--- config.mk ---
export PLATFORM = sky130hd
export DESIGN_NAME = slv_burst_monitor
export DESIGN_NICKNAME = d
export VERILOG_FILES = /design/src/rtl/slv_burst_monitor.sv
export SDC_FILE = /design/constraint.sdc
export NUM_CORES = 1
export LEC_CHECK = 0
export BUFFER_PORTS_ARGS = -buffer_cell sky130_fd_sc_hd__buf_2
export CAP_MARGIN = 20
export CORE_MARGIN = 1.5
export CORE_UTILIZATION = 60
export CTS_CLUSTER_DIAMETER = 150
export DETAILED_ROUTE_END_ITERATION = 12
export GPL_TIMING_DRIVEN = 0
export MAX_ROUTING_LAYER = met4
export PLACE_DENSITY = 0.79
export SLEW_MARGIN = 20
export SYNTH_ARGS = -nofsm -noshare
export SYNTH_HDL_FRONTEND = slang
export SYNTH_SLANG_ARGS = --single-unit
--- constraint.sdc ---
create_clock -name aclk_i -period 5.15 [get_ports aclk_i]
set_clock_uncertainty 0.2 [all_clocks]
set_input_delay 1.03 -clock aclk_i [delete_from_list [all_inputs] [get_ports aclk_i]]
set_output_delay 1.03 -clock aclk_i [all_outputs]
set_load 0.05 [all_outputs]
--- src/rtl/slv_burst_monitor.sv ---
//==============================================================================
// Module   : slv_burst_monitor
// Brief    : AXI4 slave responder/checker for one crossbar slave port. INCR
//            bursts, per-beat WDATA/WLAST checking, generated read data and
//            sticky error reporting. Optional random stalls under the macro
//            SLV_BURST_MONITOR_STALL_EN.
// Revision : 1.0 - initial release
//==============================================================================
`timescale 1ns/1ps
`default_nettype none

module slv_burst_monitor #(
    parameter int          AXI_ADDR_W = 8,
    parameter int          AXI_ID_W   = 8,
    parameter int          AXI_DATA_W = 8,
    parameter int          OSTDG_W    = 3,
    parameter logic [3:0]  ERR_REGION = 4'hF,
    parameter int          TIMEOUT    = 100,
    parameter logic [31:0] KEY        = 32'hFFFFFFFF
) (
    input  logic                    aclk_i,
    input  logic                    srst_i,
    output logic                    error_o,
    output logic [3:0]              error_code_o,
    input  logic                    awvalid_i,
    output logic                    awready_o,
    input  logic [AXI_ADDR_W-1:0]   awaddr_i,
    input  logic [7:0]              awlen_i,
    input  logic [2:0]              awsize_i,
    input  logic [1:0]              awburst_i,
    input  logic [AXI_ID_W-1:0]     awid_i,
    input  logic [1:0]              awlock_i,
    input  logic [3:0]              awcache_i,
    input  logic [2:0]              awprot_i,
    input  logic [3:0]              awqos_i,
    input  logic [3:0]              awregion_i,
    input  logic                    wvalid_i,
    output logic                    wready_o,
    input  logic                    wlast_i,
    input  logic [AXI_DATA_W-1:0]   wdata_i,
    input  logic [AXI_DATA_W/8-1:0] wstrb_i,
    output logic                    bvalid_o,
    input  logic                    bready_i,
    output logic [AXI_ID_W-1:0]     bid_o,
    output logic [1:0]              bresp_o,
    input  logic                    arvalid_i,
    output logic                    arready_o,
    input  logic [AXI_ADDR_W-1:0]   araddr_i,
    input  logic [7:0]              arlen_i,
    input  logic [2:0]              arsize_i,
    input  logic [1:0]              arburst_i,
    input  logic [AXI_ID_W-1:0]     arid_i,
    input  logic [1:0]              arlock_i,
    input  logic [3:0]              arcache_i,
    input  logic [2:0]              arprot_i,
    input  logic [3:0]              arqos_i,
    input  logic [3:0]              arregion_i,
    output logic                    rvalid_o,
    input  logic                    rready_i,
    output logic [AXI_ID_W-1:0]     rid_o,
    output logic [1:0]              rresp_o,
    output logic [AXI_DATA_W-1:0]   rdata_o,
    output logic                    rlast_o
);

    localparam int                NBYTES  = AXI_DATA_W / 8;
    localparam int                DEPTH   = 1 << OSTDG_W;
    localparam int                AX_W    = AXI_ID_W + AXI_ADDR_W + 8;
    localparam int                B_W     = AXI_ID_W + 2;
    localparam int                TO_W    = $clog2(TIMEOUT + 2);
    localparam logic [TO_W-1:0]   TO_LIM  = TO_W'(TIMEOUT);
    localparam logic [TO_W-1:0]   TO_ONE  = TO_W'(1);
    localparam logic [OSTDG_W:0]  PTR_ONE = {{OSTDG_W{1'b0}}, 1'b1};
    localparam logic [OSTDG_W:0]  PTR_MSB = {1'b1, {OSTDG_W{1'b0}}};

    typedef enum logic [0:0] {R_IDLE = 1'b0, R_BURST = 1'b1} r_state_e;

    function automatic logic [AXI_DATA_W-1:0] exp_data(input logic [AXI_ADDR_W-1:0] a,
                                                       input logic [7:0] k);
        logic [AXI_ADDR_W-1:0] s;
        s = a + AXI_ADDR_W'(int'(k) * NBYTES);
        for (int i = 0; i < AXI_DATA_W; i++) exp_data[i] = s[i % AXI_ADDR_W];
    endfunction

    function automatic logic [1:0] resp_of(input logic [AXI_ADDR_W-1:0] a);
        return (a[AXI_ADDR_W-1 -: 4] == ERR_REGION) ? 2'b10 : 2'b00;
    endfunction

    // Channel order: 0 AW, 1 W, 2 B, 3 AR, 4 R
    logic [4:0] w_stall_ok;
`ifdef SLV_BURST_MONITOR_STALL_EN
    localparam logic [63:0] KEY2 = {KEY, KEY};
    for (genvar g = 0; g < 5; g++) begin : g_lfsr
        logic [31:0] lfsr_q;
        always_ff @(posedge aclk_i) begin
            if (srst_i)        lfsr_q <= KEY2[63-7*g -: 32];
            else if (lfsr_q[0]) lfsr_q <= (lfsr_q >> 1) ^ 32'h80200003;
            else               lfsr_q <= lfsr_q >> 1;
        end
        assign w_stall_ok[g] = lfsr_q[0];
    end
`else
    assign w_stall_ok = '1;
`endif

    logic                  run_q, bheld_q, rheld_q, wbad_q;
    logic [7:0]            wcnt_q;
    logic [3:0]            err_q;
    logic [TO_W-1:0]       bto_q, rto_q;
    logic [AX_W-1:0]       aw_mem_q [DEPTH];
    logic [AX_W-1:0]       ar_mem_q [DEPTH];
    logic [B_W-1:0]        b_mem_q  [DEPTH];
    logic [OSTDG_W:0]      aw_wp_q, aw_rp_q, ar_wp_q, ar_rp_q, b_wp_q, b_rp_q;
    logic                  w_aw_empty, w_aw_full, w_ar_empty, w_ar_full, w_b_empty, w_b_full;
    logic                  w_aw_push, w_aw_pop, w_ar_push, w_ar_pop, w_b_push, w_b_pop;
    logic                  w_w_hs, w_wdata_bad, w_wlast_bad, w_burst_bad;
    logic [AXI_ID_W-1:0]   w_aw_id, w_ar_id;
    logic [AXI_ADDR_W-1:0] w_aw_addr, w_ar_addr;
    logic [7:0]            w_aw_len, w_ar_len;
    logic [AXI_DATA_W-1:0] w_wexp;
    r_state_e              r_state_q, r_state_d;
    logic [7:0]            rcnt_q, rcnt_d, rlen_q, rlen_d;
    logic [AXI_ID_W-1:0]   rid_q, rid_d;
    logic [AXI_ADDR_W-1:0] raddr_q, raddr_d;

    // Full when pointers differ only in the wrap bit
    assign w_aw_empty = (aw_wp_q == aw_rp_q);
    assign w_aw_full  = ((aw_wp_q ^ aw_rp_q) == PTR_MSB);
    assign w_ar_empty = (ar_wp_q == ar_rp_q);
    assign w_ar_full  = ((ar_wp_q ^ ar_rp_q) == PTR_MSB);
    assign w_b_empty  = (b_wp_q == b_rp_q);
    assign w_b_full   = ((b_wp_q ^ b_rp_q) == PTR_MSB);

    assign {w_aw_id, w_aw_addr, w_aw_len} = aw_mem_q[aw_rp_q[OSTDG_W-1:0]];
    assign {w_ar_id, w_ar_addr, w_ar_len} = ar_mem_q[ar_rp_q[OSTDG_W-1:0]];
    assign {bid_o, bresp_o}               = b_mem_q[b_rp_q[OSTDG_W-1:0]];

    assign awready_o = run_q & ~w_aw_full & w_stall_ok[0];
    assign wready_o  = run_q & ~w_aw_empty & ~w_b_full & w_stall_ok[1];
    assign arready_o = run_q & ~w_ar_full & w_stall_ok[3];
    assign bvalid_o  = ~w_b_empty & (w_stall_ok[2] | bheld_q);
    assign rvalid_o  = (r_state_q == R_BURST) & (w_stall_ok[4] | rheld_q);

    assign w_aw_push = awvalid_i & awready_o;
    assign w_ar_push = arvalid_i & arready_o;
    assign w_w_hs    = wvalid_i & wready_o;
    assign w_aw_pop  = w_w_hs & wlast_i;
    assign w_b_push  = w_aw_pop;
    assign w_b_pop   = bvalid_o & bready_i;

    assign w_wexp = exp_data(w_aw_addr, wcnt_q);
    always_comb begin
        w_wdata_bad = 1'b0;
        for (int b = 0; b < NBYTES; b++) begin
            if (wstrb_i[b] && (wdata_i[8*b +: 8] != w_wexp[8*b +: 8])) w_wdata_bad = 1'b1;
        end
    end
    assign w_wlast_bad = wlast_i ? (wcnt_q != w_aw_len) : (wcnt_q == w_aw_len);
    assign w_burst_bad = wbad_q | w_wdata_bad | w_wlast_bad;

    always_ff @(posedge aclk_i) begin
        if (w_aw_push) aw_mem_q[aw_wp_q[OSTDG_W-1:0]] <= {awid_i, awaddr_i, awlen_i};
        if (w_ar_push) ar_mem_q[ar_wp_q[OSTDG_W-1:0]] <= {arid_i, araddr_i, arlen_i};
        if (w_b_push)  b_mem_q[b_wp_q[OSTDG_W-1:0]]   <= {w_aw_id, w_burst_bad ? 2'b10 : resp_of(w_aw_addr)};
    end

    always_ff @(posedge aclk_i) begin
        if (srst_i) begin
            run_q   <= 1'b0;
            aw_wp_q <= '0;
            aw_rp_q <= '0;
            ar_wp_q <= '0;
            ar_rp_q <= '0;
            b_wp_q  <= '0;
            b_rp_q  <= '0;
            wcnt_q  <= '0;
            wbad_q  <= 1'b0;
            bheld_q <= 1'b0;
            rheld_q <= 1'b0;
            bto_q   <= '0;
            rto_q   <= '0;
            err_q   <= '0;
        end else begin
            run_q <= 1'b1;
            if (w_aw_push) aw_wp_q <= aw_wp_q + PTR_ONE;
            if (w_aw_pop)  aw_rp_q <= aw_rp_q + PTR_ONE;
            if (w_ar_push) ar_wp_q <= ar_wp_q + PTR_ONE;
            if (w_ar_pop)  ar_rp_q <= ar_rp_q + PTR_ONE;
            if (w_b_push)  b_wp_q  <= b_wp_q + PTR_ONE;
            if (w_b_pop)   b_rp_q  <= b_rp_q + PTR_ONE;
            if (w_w_hs) begin
                wcnt_q <= wlast_i ? 8'd0 : wcnt_q + 8'd1;
                wbad_q <= wlast_i ? 1'b0 : w_burst_bad;
            end
            bheld_q <= bvalid_o & ~bready_i;
            rheld_q <= rvalid_o & ~rready_i;
            if (bvalid_o && !bready_i) begin
                if (bto_q != TO_LIM) bto_q <= bto_q + TO_ONE;
            end else begin
                bto_q <= '0;
            end
            if (rvalid_o && !rready_i) begin
                if (rto_q != TO_LIM) rto_q <= rto_q + TO_ONE;
            end else begin
                rto_q <= '0;
            end
            err_q[0] <= err_q[0] | (w_w_hs & w_wdata_bad);
            err_q[1] <= err_q[1] | (w_w_hs & w_wlast_bad);
            err_q[2] <= err_q[2] | (bto_q == TO_LIM);
            err_q[3] <= err_q[3] | (rto_q == TO_LIM);
        end
    end

    assign error_code_o = err_q;
    assign error_o      = |err_q;

    always_comb begin
        r_state_d = r_state_q;
        rcnt_d    = rcnt_q;
        rlen_d    = rlen_q;
        rid_d     = rid_q;
        raddr_d   = raddr_q;
        w_ar_pop  = 1'b0;
        case (r_state_q)
            R_IDLE: begin
                if (!w_ar_empty) begin
                    w_ar_pop  = 1'b1;
                    rid_d     = w_ar_id;
                    raddr_d   = w_ar_addr;
                    rlen_d    = w_ar_len;
                    rcnt_d    = 8'd0;
                    r_state_d = R_BURST;
                end
            end
            R_BURST: begin
                if (rvalid_o && rready_i) begin
                    rcnt_d = rcnt_q + 8'd1;
                    if (rlast_o) r_state_d = R_IDLE;
                end
            end
            default: r_state_d = R_IDLE;
        endcase
    end

    always_ff @(posedge aclk_i) begin
        if (srst_i) begin
            r_state_q <= R_IDLE;
            rcnt_q    <= '0;
            rlen_q    <= '0;
            rid_q     <= '0;
            raddr_q   <= '0;
        end else begin
            r_state_q <= r_state_d;
            rcnt_q    <= rcnt_d;
            rlen_q    <= rlen_d;
            rid_q     <= rid_d;
            raddr_q   <= raddr_d;
        end
    end

    assign rid_o   = rid_q;
    assign rlast_o = (rcnt_q == rlen_q);
    assign rdata_o = exp_data(raddr_q, rcnt_q);
    assign rresp_o = resp_of(raddr_q);

    logic w_unused;
    assign w_unused = ^{awsize_i, awburst_i, awlock_i, awcache_i, awprot_i, awqos_i, awregion_i,
                        arsize_i, arburst_i, arlock_i, arcache_i, arprot_i, arqos_i, arregion_i, KEY};

endmodule

`default_nettype wire
== After elaboration in Yosys (flattened, before gate mapping) ==
Memory sizes are Yosys's and may differ from the RTL's. A register that Yosys moved wholly into a read port is not among the register bits.
Index checks and enable logic that the tools add are counted.

* Bitwise operators: 29
* Add/sub/neg operators: 12
* Div/mod/pow operators: 0
* Equal/unequal tests: 18
* Reduce and logical (&&, ||, !) cells: 11
* $mul: 0
* Shifts and indexed selects: 0
* Multiplexer cells: 26
* Order comparisons: 0

{| class="wikitable"
|+ Operators with widths
! operator !! count
|-
| 4-bit by 1-bit adder with 4-bit output (second input constant) || 6
|-
| 8-bit two-way mux || 3
|-
| 4-bit == test (second input constant) || 5
|-
| 8-bit by 1-bit adder with 8-bit output (second input constant) || 2
|-
| 8-bit adder || 2
|-
| 8-bit == test || 2
|-
| 8-bit != test || 2
|-
| 8-bit one-hot mux with 2 select lines || 1
|-
| 7-bit by 1-bit adder with 7-bit output (second input constant) || 2
|-
| 7-bit == test (second input constant) || 2
|-
| 1-bit two-way mux || 14
|-
| 7-bit != test (second input constant) || 2
|-
| 4-bit == test || 3
|-
| 3-bit two-way mux || 4
|-
| 4-bit XOR || 3
|-
| 1-bit AND || 11
|-
| 1-bit inverter || 9
|-
| 2-bit two-way mux || 3
|-
| 1-bit OR || 6
|-
| 1-bit logical AND || 4
|-
| 2-bit AND reduction || 2
|-
| 2-bit OR reduction || 2
|-
| 4-bit OR reduction || 1
|-
| 1-bit zero test || 2
|-
| other kinds (3) || 3
|}

* Flip-flop bits (word level): 61
* Memories kept: 3
* Output and inout port bits: 39
* ROM bits: 0
* Input bits: 109
* Bits in latches: 0
* Bits in writable memories: 464

{| class="wikitable"
|+ Memory list
! name !! depth !! width !! read ports !! clocked after memory_dff !! wr ports !! line !! RTL
|-
| ar_mem_q || 8 || 24 || 1 || 1 || 1 || 111 || <nowiki>logic [AX_W-1:0] ar_mem_q [DEPTH];</nowiki>
|-
| aw_mem_q || 8 || 24 || 1 || 1 || 1 || 110 || <nowiki>logic [AX_W-1:0] aw_mem_q [DEPTH];</nowiki>
|-
| b_mem_q || 8 || 10 || 1 || 1 || 1 || 112 || <nowiki>logic [B_W-1:0] b_mem_q [DEPTH];</nowiki>
|}

== Logic depth before layout (Yosys ltp) ==
Gate-level depths: netlist of run 1.

* Depth after elaboration: 8
* Depth in mapped cells: 15
* Gate-level depth less buffers: 11

== Least setup slack after synthesis of run 1 ==
OpenSTA, ideal clock, no wires.

* Path type: register to register
* Start: register with a tool-made name
* End: memory b_mem_q[0][1] (netlist bit), data pin
* Buffers on the path: 3
* Library setup time: 0.306 ns
* Path slack: 0.713 ns
* Arrival time: 3.931 ns
* Stages on the path, launching flop included: 15
* Path through: dfxtp_1 buf_2 buf_1 buf_2 mux4_2 mux2_2 ha_1 fa_1 a211oi_1 o21bai_1 a21oi_1 xnor2_1 nand4_1 o21ai_1 nand3_1

{| class="wikitable"
|+ RTL lines
! element !! line
|-
| to (decl) || 112
|}

==> results of run 1 <==
cell usage in the layout (no fill, tap or decap), types with 12 or more instances in the layout:
cell type / instances
sky130_fd_sc_hd__a211oi_1: 28
sky130_fd_sc_hd__a21oi_1: 24
sky130_fd_sc_hd__buf_2: 108
sky130_fd_sc_hd__buf_4: 15
sky130_fd_sc_hd__clkbuf_1: 44
sky130_fd_sc_hd__clkbuf_16: 52
sky130_fd_sc_hd__dfxtp_1: 91
sky130_fd_sc_hd__edfxtp_1: 456
sky130_fd_sc_hd__ha_1: 26
sky130_fd_sc_hd__inv_1: 14
sky130_fd_sc_hd__mux2_2: 28
sky130_fd_sc_hd__mux2i_1: 46
sky130_fd_sc_hd__mux4_2: 105
sky130_fd_sc_hd__nand2_1: 33
sky130_fd_sc_hd__nand2b_1: 12
sky130_fd_sc_hd__nor2_1: 98
sky130_fd_sc_hd__nor2_4: 12
sky130_fd_sc_hd__xnor2_1: 45
sky130_fd_sc_hd__xor2_1: 37
per-layer routing:
metal	track usage [%]	up-vias	wire length, um	share of wire (%)
li1	-	5133	-	-
met3	5.38	93	3280	7.2
met1	32.6	5964	18000	39
met4	7.93	0	1250	2.7
met2	43.1	434	23100	51
met5	-	-	0	0
power by group through the flow:
stage / Combinational, mW / Clock (mW) / Sequential, mW
finish: 1.45 / 3.73 / 5.04
global route: 1.56 / 3.92 / 5.06
CTS: 1.45 / 3.75 / 5.04
detailed placement: 1.44 / 0 / 5.14
global placement: 1.39 / 0 / 5.13
floorplan: 0.916 / 0 / 5.24
final timing paths:
kind | startpoint | endpoint | slack (ps)
max | register | b_mem_q[2][1] | 360
min | error_code_o[0] | error_code_o[0] | 310
max reg2reg | register | b_mem_q[2][1] | 360
min reg2reg | error_code_o[0] | error_code_o[0] | 310
per-stage QoR:
stage	hold slack, ps	cell area (um2)	power [mW]	std cells	utilization [%]
after floorplan	271	21700	6.15	1218	-
after global placement	293	22800	6.52	1780	64.1
after detailed placement	299	23400	6.57	1807	65.7
after CTS	310	25000	10.3	1902	70.3
after global routing	318	25000	10.5	1907	70.4
final	306	25000	10.2	1909	70.4
worst max-delay path, cell delays in order, from the launching register on:
cell	delay, ps
sky130_fd_sc_hd__dfxtp_1	460
sky130_fd_sc_hd__clkbuf_4	440
sky130_fd_sc_hd__buf_2	430
sky130_fd_sc_hd__mux4_2	550
sky130_fd_sc_hd__mux2_2	300
sky130_fd_sc_hd__ha_1	220
sky130_fd_sc_hd__fa_1	420
sky130_fd_sc_hd__a211oi_1	230
sky130_fd_sc_hd__o21bai_1	110
sky130_fd_sc_hd__a21oi_1	180
sky130_fd_sc_hd__xnor2_1	140
sky130_fd_sc_hd__nand4_1	100
sky130_fd_sc_hd__o21ai_1	300
sky130_fd_sc_hd__nand3_1	360
repair_timing:
| item | 4_1_cts | 5_1_grt |
|---|---|---|
| resized for setup | 1 | 1 |
| setup endpoints to repair | 8 | 8 |
| hold buffers | 0 | 0 |
state kept, by name (all words and copies together), names as in the netlist, 4 cells and up, named ones only:
register,cells
ar_mem_q,192
aw_mem_q,192
b_mem_q,72
raddr_q,8
rcnt_q,8
rid_o,8
rlen_q,8
wcnt_q,8
bto_q,7
rto_q,7
ar_rp_q,4
ar_wp_q,4
aw_rp_q,4
aw_wp_q,4
b_rp_q,4
b_wp_q,4
error_code_o,4
kinds of logic after synthesis:
logic type | share of synthesized area [%]
flops | 71.5
simple gates | 4.75
mux | 14.7
compound gates | 2.64
xor+xnor | 3.31
buf+inv | 1.36
fa+ha+maj | 1.68
other cells | 0.0173
area by class of cell:
type                    instances  share of cell area [%]
well taps                     461                    2.30
clock buffers                  69                    5.57
inverters                      14                   0.210
clock inverters                28                    1.04
repair buffers                128                    3.82
multi-input cells             601                    24.1
diodes                          7                  0.0700
plain buffers                  54                   0.955
flip-flops and latches        547                    62.0
==> impl_table.tex, run 1 <==
\begin{tabular}{lr}
\hline
Metric & Value \\
\hline
\multicolumn{2}{l}{\textbf{Timing}} \\
\quad Setup\_tns & 0 ps \\
\quad Worst Setup Slack, final & 364 ps \\
\quad Final Hold Fails & 0 \\
\quad Maximum frequency from static timing analysis & 209 MHz \\
\quad Transition time at the pin with the least slew margin & 980 ps \\
\quad Max transition margin & 34.4\% \\
\quad Final-report max-slew violation count & 0 \\
\quad Min Tclk post-route & 4790 ps \\
\quad Setup violators final & 0 \\
\quad Post-route fraction of the period consumed by the critical path & 92.9\% \\
\quad Setup repair after global routing missed its margin & no \\
\multicolumn{2}{l}{\textbf{Worst setup path}} \\
\quad CP required & 5180 ps \\
\quad Critical-path maximum fanout & 19 \\
\quad Startpoint-to-endpoint class of the critical path & register to register \\
\quad Critical Path Sink Type & register \\
\quad Arrival time worst endpoint & 4820 ps \\
\quad Type of element launching the critical path & register \\
\quad FF-to-FF path depth & 13 \\
\multicolumn{2}{l}{\textbf{Floorplan}} \\
\quad Cell row count & 69 \\
\quad Die ar. & 37300 um2 \\
\quad Core outline area & 35600 um2 \\
\quad Width of the die & 193 um \\
\quad Initial standard-cell utilization of the core & 61.0\% \\
\quad Number of I/O pins & 148 \\
\quad DIE HEIGHT & 193 um \\
\multicolumn{2}{l}{\textbf{Hold path}} \\
\quad Tightest Hold Check Type & register to register \\
\quad Hold depth & 1 \\
\multicolumn{2}{l}{\textbf{Synth}} \\
\quad Most used standard cells in the synthesized netlist & sky130\_fd\_sc\_hd\_\_edfxtp\_1, sky130\_fd\_sc\_hd\_\_nor2\_1, sky130\_fd\_sc\_hd\_\_mux4\_2, sky130\_fd\_sc\_hd\_\_dfxtp\_1, sky130\_fd\_sc\_hd\_\_mux2i\_1 \\
\quad Sequential cell area fraction in the yosys report & 71.5\% \\
\quad Mapped cell area & 21700 um2 \\
\quad Mapped Avg Cell Area & 17.8 um2 \\
\quad Flip-flop cell with the highest count after synthesis & sky130\_fd\_sc\_hd\_\_edfxtp\_1 \\
\quad Synth async-reset ratio & 0\% \\
\quad Count leader, synth & sky130\_fd\_sc\_hd\_\_edfxtp\_1 \\
\quad Post-synthesis cell type with the largest combined area & sky130\_fd\_sc\_hd\_\_edfxtp\_1 \\
\quad Largest cells by area after synthesis & sky130\_fd\_sc\_hd\_\_edfxtp\_1, sky130\_fd\_sc\_hd\_\_mux4\_2, sky130\_fd\_sc\_hd\_\_dfxtp\_1 \\
\quad FF+latch count, synth & 547 \\
\quad Number of flops mapped to enable cells by yosys & 456 \\
\quad YS warnings & 0 \\
\quad Fraction of synthesized cell area taken by the top area cell type & 63.1\% \\
\quad Count of cell types in the netlist & 54 \\
\quad Number of instances in the synthesized netlist & 1217 \\
\multicolumn{2}{l}{\textbf{Routing}} \\
\quad Drc violations & 0 \\
\quad Post-route ant nets & 0 \\
\quad Detail-routed net length per standard cell & 23.9 um \\
\quad Detail-routed via count per cell & 6.09 \\
\quad Starting DRC count in detailed routing & 871 \\
\quad Vias & 11624 \\
\quad Iteration count of the initial detailed-routing pass & 5 \\
\quad Routed wire length & 45.7 mm \\
\multicolumn{2}{l}{\textbf{Global routing}} \\
\quad Total track usage & 26.0\% \\
\quad Pin count of the biggest net entering global routing & 20 \\
\quad Initial antenna violation count & 5 \\
\quad Wire length of the first global-routing pass & 68.4 mm \\
\quad Remaining Overflow, GRT & 0 \\
\quad Number of global-route vias before repair & 11854 \\
\multicolumn{2}{l}{\textbf{Layout}} \\
\quad Number of filler instances in the final layout & 2166 \\
\quad Area of all sequential standard cells & 15500 um2 \\
\quad P\&R area growth vs syn & 15.4\% \\
\quad Count of nets after finishing & 1535 \\
\quad Area occupied by multi-input gates & 6020 um2 \\
\quad Layout cells sized above 1 & 25.7\% \\
\multicolumn{2}{l}{\textbf{Outcome}} \\
\quad Run status & complete, no violations \\
\multicolumn{2}{l}{\textbf{Pwr}} \\
\quad Switching power & 2.68 mW \\
\quad Reg power frac & 49.4\% \\
\quad Internal power summed over all cells & 7.54 mW \\
\quad Switch share & 26.2\% \\
\quad Leakage power summed over all cells & 8.26 nW \\
\quad Share of power burned in the clock network & 36.5\% \\
\quad Power per unit of standard cell area & 408 nW/um2 \\
\quad Logic pwr share & 14.2\% \\
\quad Peak supply drop & 0.371 mV \\
\multicolumn{2}{l}{\textbf{Placed design}} \\
\quad Detailed-placement wirelength estimate & 29.6 mm \\
\quad \# port buffers & 101 \\
\quad Final Wtd Congestion & 0.800 \\
\quad Pre-CTS WS & -363 ps \\
\multicolumn{2}{l}{\textbf{Clock network}} \\
\quad Total clock buffers created by CTS & 52 \\
\quad CTS tree & yes \\
\quad Register clock-pin slew on the reported worst setup and hold paths & 60 ps \\
\quad Maximum level of the CTS H-tree & 2 \\
\quad Clock Sinks & 547 \\
\quad Clock root buffer & sky130\_fd\_sc\_hd\_\_clkbuf\_16 \\
\quad Post-CTS setup repair buffer count & 0 \\
\quad Clock insertion delay at the later pin of the skew report & 600 ps \\
\quad Maximum buffer depth of the clock tree & 3 \\
\multicolumn{2}{l}{\textbf{Job}} \\
\quad Max-cap check violation count & 0 \\
\hline
\end{tabular}
Power figures use the tool's default switching activity.
==> run 2: changes to the inputs <==
- CORE_UTILIZATION: 60 -> 62
- HOLD_SLACK_MARGIN: unset -> 0.12
- PLACE_DENSITY: 0.79 -> 0.81
- REMOVE_ABC_BUFFERS: unset -> 1
- clock period: 5.15 -> 6 ns (I/O delays scaled with it)
==> run 2 against run 1 <==
Effect of this change:
- register-to-register slack better by 1400 ps
- cell count down 2.8%
- clock power down 9.4%
- via count down 2.1%
- hold slack worse by 4.9 ps
- power down 12%
- combinational power down 16%
- design area up 0.23%
==> impl_table.tex, run 2 (synthesis results as in run 1) <==
\begin{tabular}{lr}
\hline
Metric & Value \\
\hline
\multicolumn{2}{l}{\textbf{Placed design}} \\
\quad Detailed-placement wirelength estimate & 27.1 mm (-8.5\%) \\
\quad \# port buffers & 101 (unchanged) \\
\quad Pre-CTS WS & 1850 ps (+2210 ps) \\
\quad Post-Place Cells & 1752 (-3.0\%) \\
\quad Final Wtd Congestion & 0.789 (-1.3\%) \\
\multicolumn{2}{l}{\textbf{Layout}} \\
\quad P\&R area growth vs syn & 15.6\% \\
\quad Number of filler instances in the final layout & 1938 (-11\%) \\
\quad Area occupied by multi-input gates & 6030 um2 (about the same) \\
\quad Most frequent standard cell in the layout excluding fill and tap cells & sky130\_fd\_sc\_hd\_\_edfxtp\_1 \\
\quad Post-route insts no fill & 1856 (-2.8\%) \\
\quad Count of nets after finishing & 1487 (-3.1\%) \\
\quad Area of all sequential standard cells & 15500 um2 (+0.14\%) \\
\quad Commonest cells after routing, fill and taps aside & sky130\_fd\_sc\_hd\_\_edfxtp\_1, sky130\_fd\_sc\_hd\_\_mux4\_2, sky130\_fd\_sc\_hd\_\_buf\_2, sky130\_fd\_sc\_hd\_\_nor2\_1, sky130\_fd\_sc\_hd\_\_dfxtp\_1 \\
\quad Layout cells sized above 1 & 27.3\% (+1.6 points) \\
\multicolumn{2}{l}{\textbf{Floorplan}} \\
\quad Core outline area & 34500 um2 (-3.1\%) \\
\quad Number of I/O pins & 148 (unchanged) \\
\quad Initial standard-cell utilization of the core & 63.0\% (+2.0 points) \\
\quad Width of the die & 190 um (-1.6\%) \\
\quad DIE HEIGHT & 190 um (-1.6\%) \\
\quad Die ar. & 36100 um2 (-3.2\%) \\
\quad Cell row count & 68 (-1.4\%) \\
\multicolumn{2}{l}{\textbf{Pwr}} \\
\quad Power per unit of standard cell area & 358 nW/um2 (-12\%) \\
\quad Share of power burned in the clock network & 37.6\% (+1.1 points) \\
\quad Logic pwr share & 13.6\% (-0.6 points) \\
\quad Reg power frac & 48.8\% (-0.6 points) \\
\quad Peak supply drop & 0.327 mV (-12\%) \\
\quad Leakage power summed over all cells & 8.29 nW (+0.31\%) \\
\quad Switching power & 2.30 mW (-14\%) \\
\quad Final Total Pwr & 8.98 mW (-12\%) \\
\quad Internal power summed over all cells & 6.69 mW (-11\%) \\
\quad Switch share & 25.6\% (-0.64 points) \\
\multicolumn{2}{l}{\textbf{Worst setup path}} \\
\quad Largest incremental delay on the critical path & 790 ps (+240 ps) \\
\quad Critical Path Sink Type & register \\
\quad Cell chain of the critical path & mux4\_2 -> mux2\_2 -> ha\_1 -> fa\_1 -> a211oi\_1 -> o21bai\_1 -> a21oi\_1 -> xnor2\_1 -> nand4\_1 -> o21ai\_1 -> nand3\_1 \\
\quad Cell at the slowest stage of the critical path & sky130\_fd\_sc\_hd\_\_dfxtp\_4 \\
\quad Arrival time worst endpoint & 4290 ps (-530 ps) \\
\quad Type of element launching the critical path & register \\
\quad Critical-path maximum fanout & 44 (+25) \\
\quad CP required & 6030 ps (+850 ps) \\
\quad Startpoint-to-endpoint class of the critical path & register to register \\
\multicolumn{2}{l}{\textbf{Hold path}} \\
\quad Tightest Hold Check Type & register to register \\
\multicolumn{2}{l}{\textbf{Routing}} \\
\quad Post-route ant nets & 0 (unchanged) \\
\quad Vias & 11379 (-2.1\%) \\
\quad Starting DRC count in detailed routing & 1008 (+16\%) \\
\quad Detail-routed via count per cell & 6.13 (+0.69\%) \\
\quad Routed wire length & 44.5 mm (-2.6\%) \\
\quad Drc violations & 0 (unchanged) \\
\quad Detail-routed net length per standard cell & 24.0 um (+0.13\%) \\
\quad Iteration count of the initial detailed-routing pass & 5 (unchanged) \\
\multicolumn{2}{l}{\textbf{Timing}} \\
\quad Final-report max-slew violation count & 0 (unchanged) \\
\quad Post-route fraction of the period consumed by the critical path & 71.0\% (-22 points) \\
\quad Min Tclk post-route & 4260 ps (-529 ps) \\
\quad Worst Setup Slack, final & 1740 ps (+1380 ps) \\
\quad Transition time at the pin with the least slew margin & 1010 ps (+29.9 ps) \\
\quad Setup violators final & 0 (unchanged) \\
\quad Maximum frequency from static timing analysis & 235 MHz (+12\%) \\
\quad Max transition margin & 32.4\% (-2.0 points) \\
\quad Setup repair after global routing missed its margin & no \\
\quad Final Hold Fails & 0 (unchanged) \\
\multicolumn{2}{l}{\textbf{Clock network}} \\
\quad Maximum buffer depth of the clock tree & 3 (unchanged) \\
\quad CTS tree & yes \\
\quad Number of gates given a new drive strength after cts & 0 (-1) \\
\quad Maximum level of the CTS H-tree & 2 (unchanged) \\
\quad Clock root buffer & sky130\_fd\_sc\_hd\_\_clkbuf\_16 \\
\quad Post-CTS Hold Buffers & 0 (unchanged) \\
\quad Post-CTS setup repair buffer count & 0 (unchanged) \\
\quad Clock insertion delay at the later pin of the skew report & 590 ps (about the same) \\
\quad Register clock-pin slew on the reported worst setup and hold paths & 60 ps (about the same) \\
\quad Total clock buffers created by CTS & 51 (-1.9\%) \\
\quad Clock Sinks & 547 (unchanged) \\
\multicolumn{2}{l}{\textbf{Global routing}} \\
\quad Total track usage & 25.9\% (-0.15 points) \\
\quad Pin count of the biggest net entering global routing & 68 (+240\%) \\
\quad Number of global-route vias before repair & 11669 (-1.6\%) \\
\quad Wire length of the first global-routing pass & 67.0 mm (-2.0\%) \\
\quad Remaining Overflow, GRT & 0 (unchanged) \\
\quad Initial antenna violation count & 9 (+4) \\
\multicolumn{2}{l}{\textbf{Outcome}} \\
\quad Run status & complete, no violations \\
\multicolumn{2}{l}{\textbf{Job}} \\
\quad Max-cap check violation count & 0 (unchanged) \\
\hline
\end{tabular}
run 2: critical path, delay by kind of cell (launching register included):
family	cells	cell delay, ps
AO/OA/AOI/OAI	4	950
XOR/XNOR	1	140
adder cells (fa/ha/maj)	2	650
flip-flops	1	790
multiplexers	2	690
AND/OR/NAND/NOR	2	460
run 2: routing by layer:
metal / vias to the layer above / wire length, um / global-route usage, %
li1: 5046 / - / -
met1: 5762 / 17200 / 32.8
met2: 476 / 22800 / 42.5
met3: 95 / 3180 / 4.67
met4: 0 / 1260 / 8.82
met5: - / 0 / -
run 2: per-stage QoR:
stage	utilization, %	instance area (um2)	setup TNS, ps	hold slack [ps]
after detailed placement	67.6	23300	0	292
final	72.8	25100	0	301
after global routing	72.8	25100	0	337
after CTS	72.8	25100	0	307
after global placement	65.4	22500	-191430	285
after floorplan	-	21500	0	265
run 2: area by class of cell:
type | instances | area share (%)
repair buffers | 135 | 4.40
clock inverters | 31 | 1.65
clock buffers | 64 | 5.45
multi-input cells | 601 | 24.0
diodes | 9 | 0.0898
well taps | 455 | 2.27
inverters | 14 | 0.209
flip-flops and latches | 547 | 61.9
run 2: worst paths after layout:
path,start,endpoint,slack (ps),cells after the start
min reg2reg,rid_o[2],rid_o[2],300,2
min,rid_o[2],rid_o[2],300,2
max reg2reg,register,b_mem_q[1][1],1740,11
max,register,b_mem_q[1][1],1740,11
run 2: power groups by stage:
stage               Combinational (mW)  Clock [mW]  Sequential [mW]
floorplan                        0.715           0             4.56
detailed placement                1.20           0             4.46
global placement                  1.08           0             4.50
CTS                               1.22        3.42             4.39
global route                      1.30        3.54             4.40
finish                            1.22        3.38             4.38
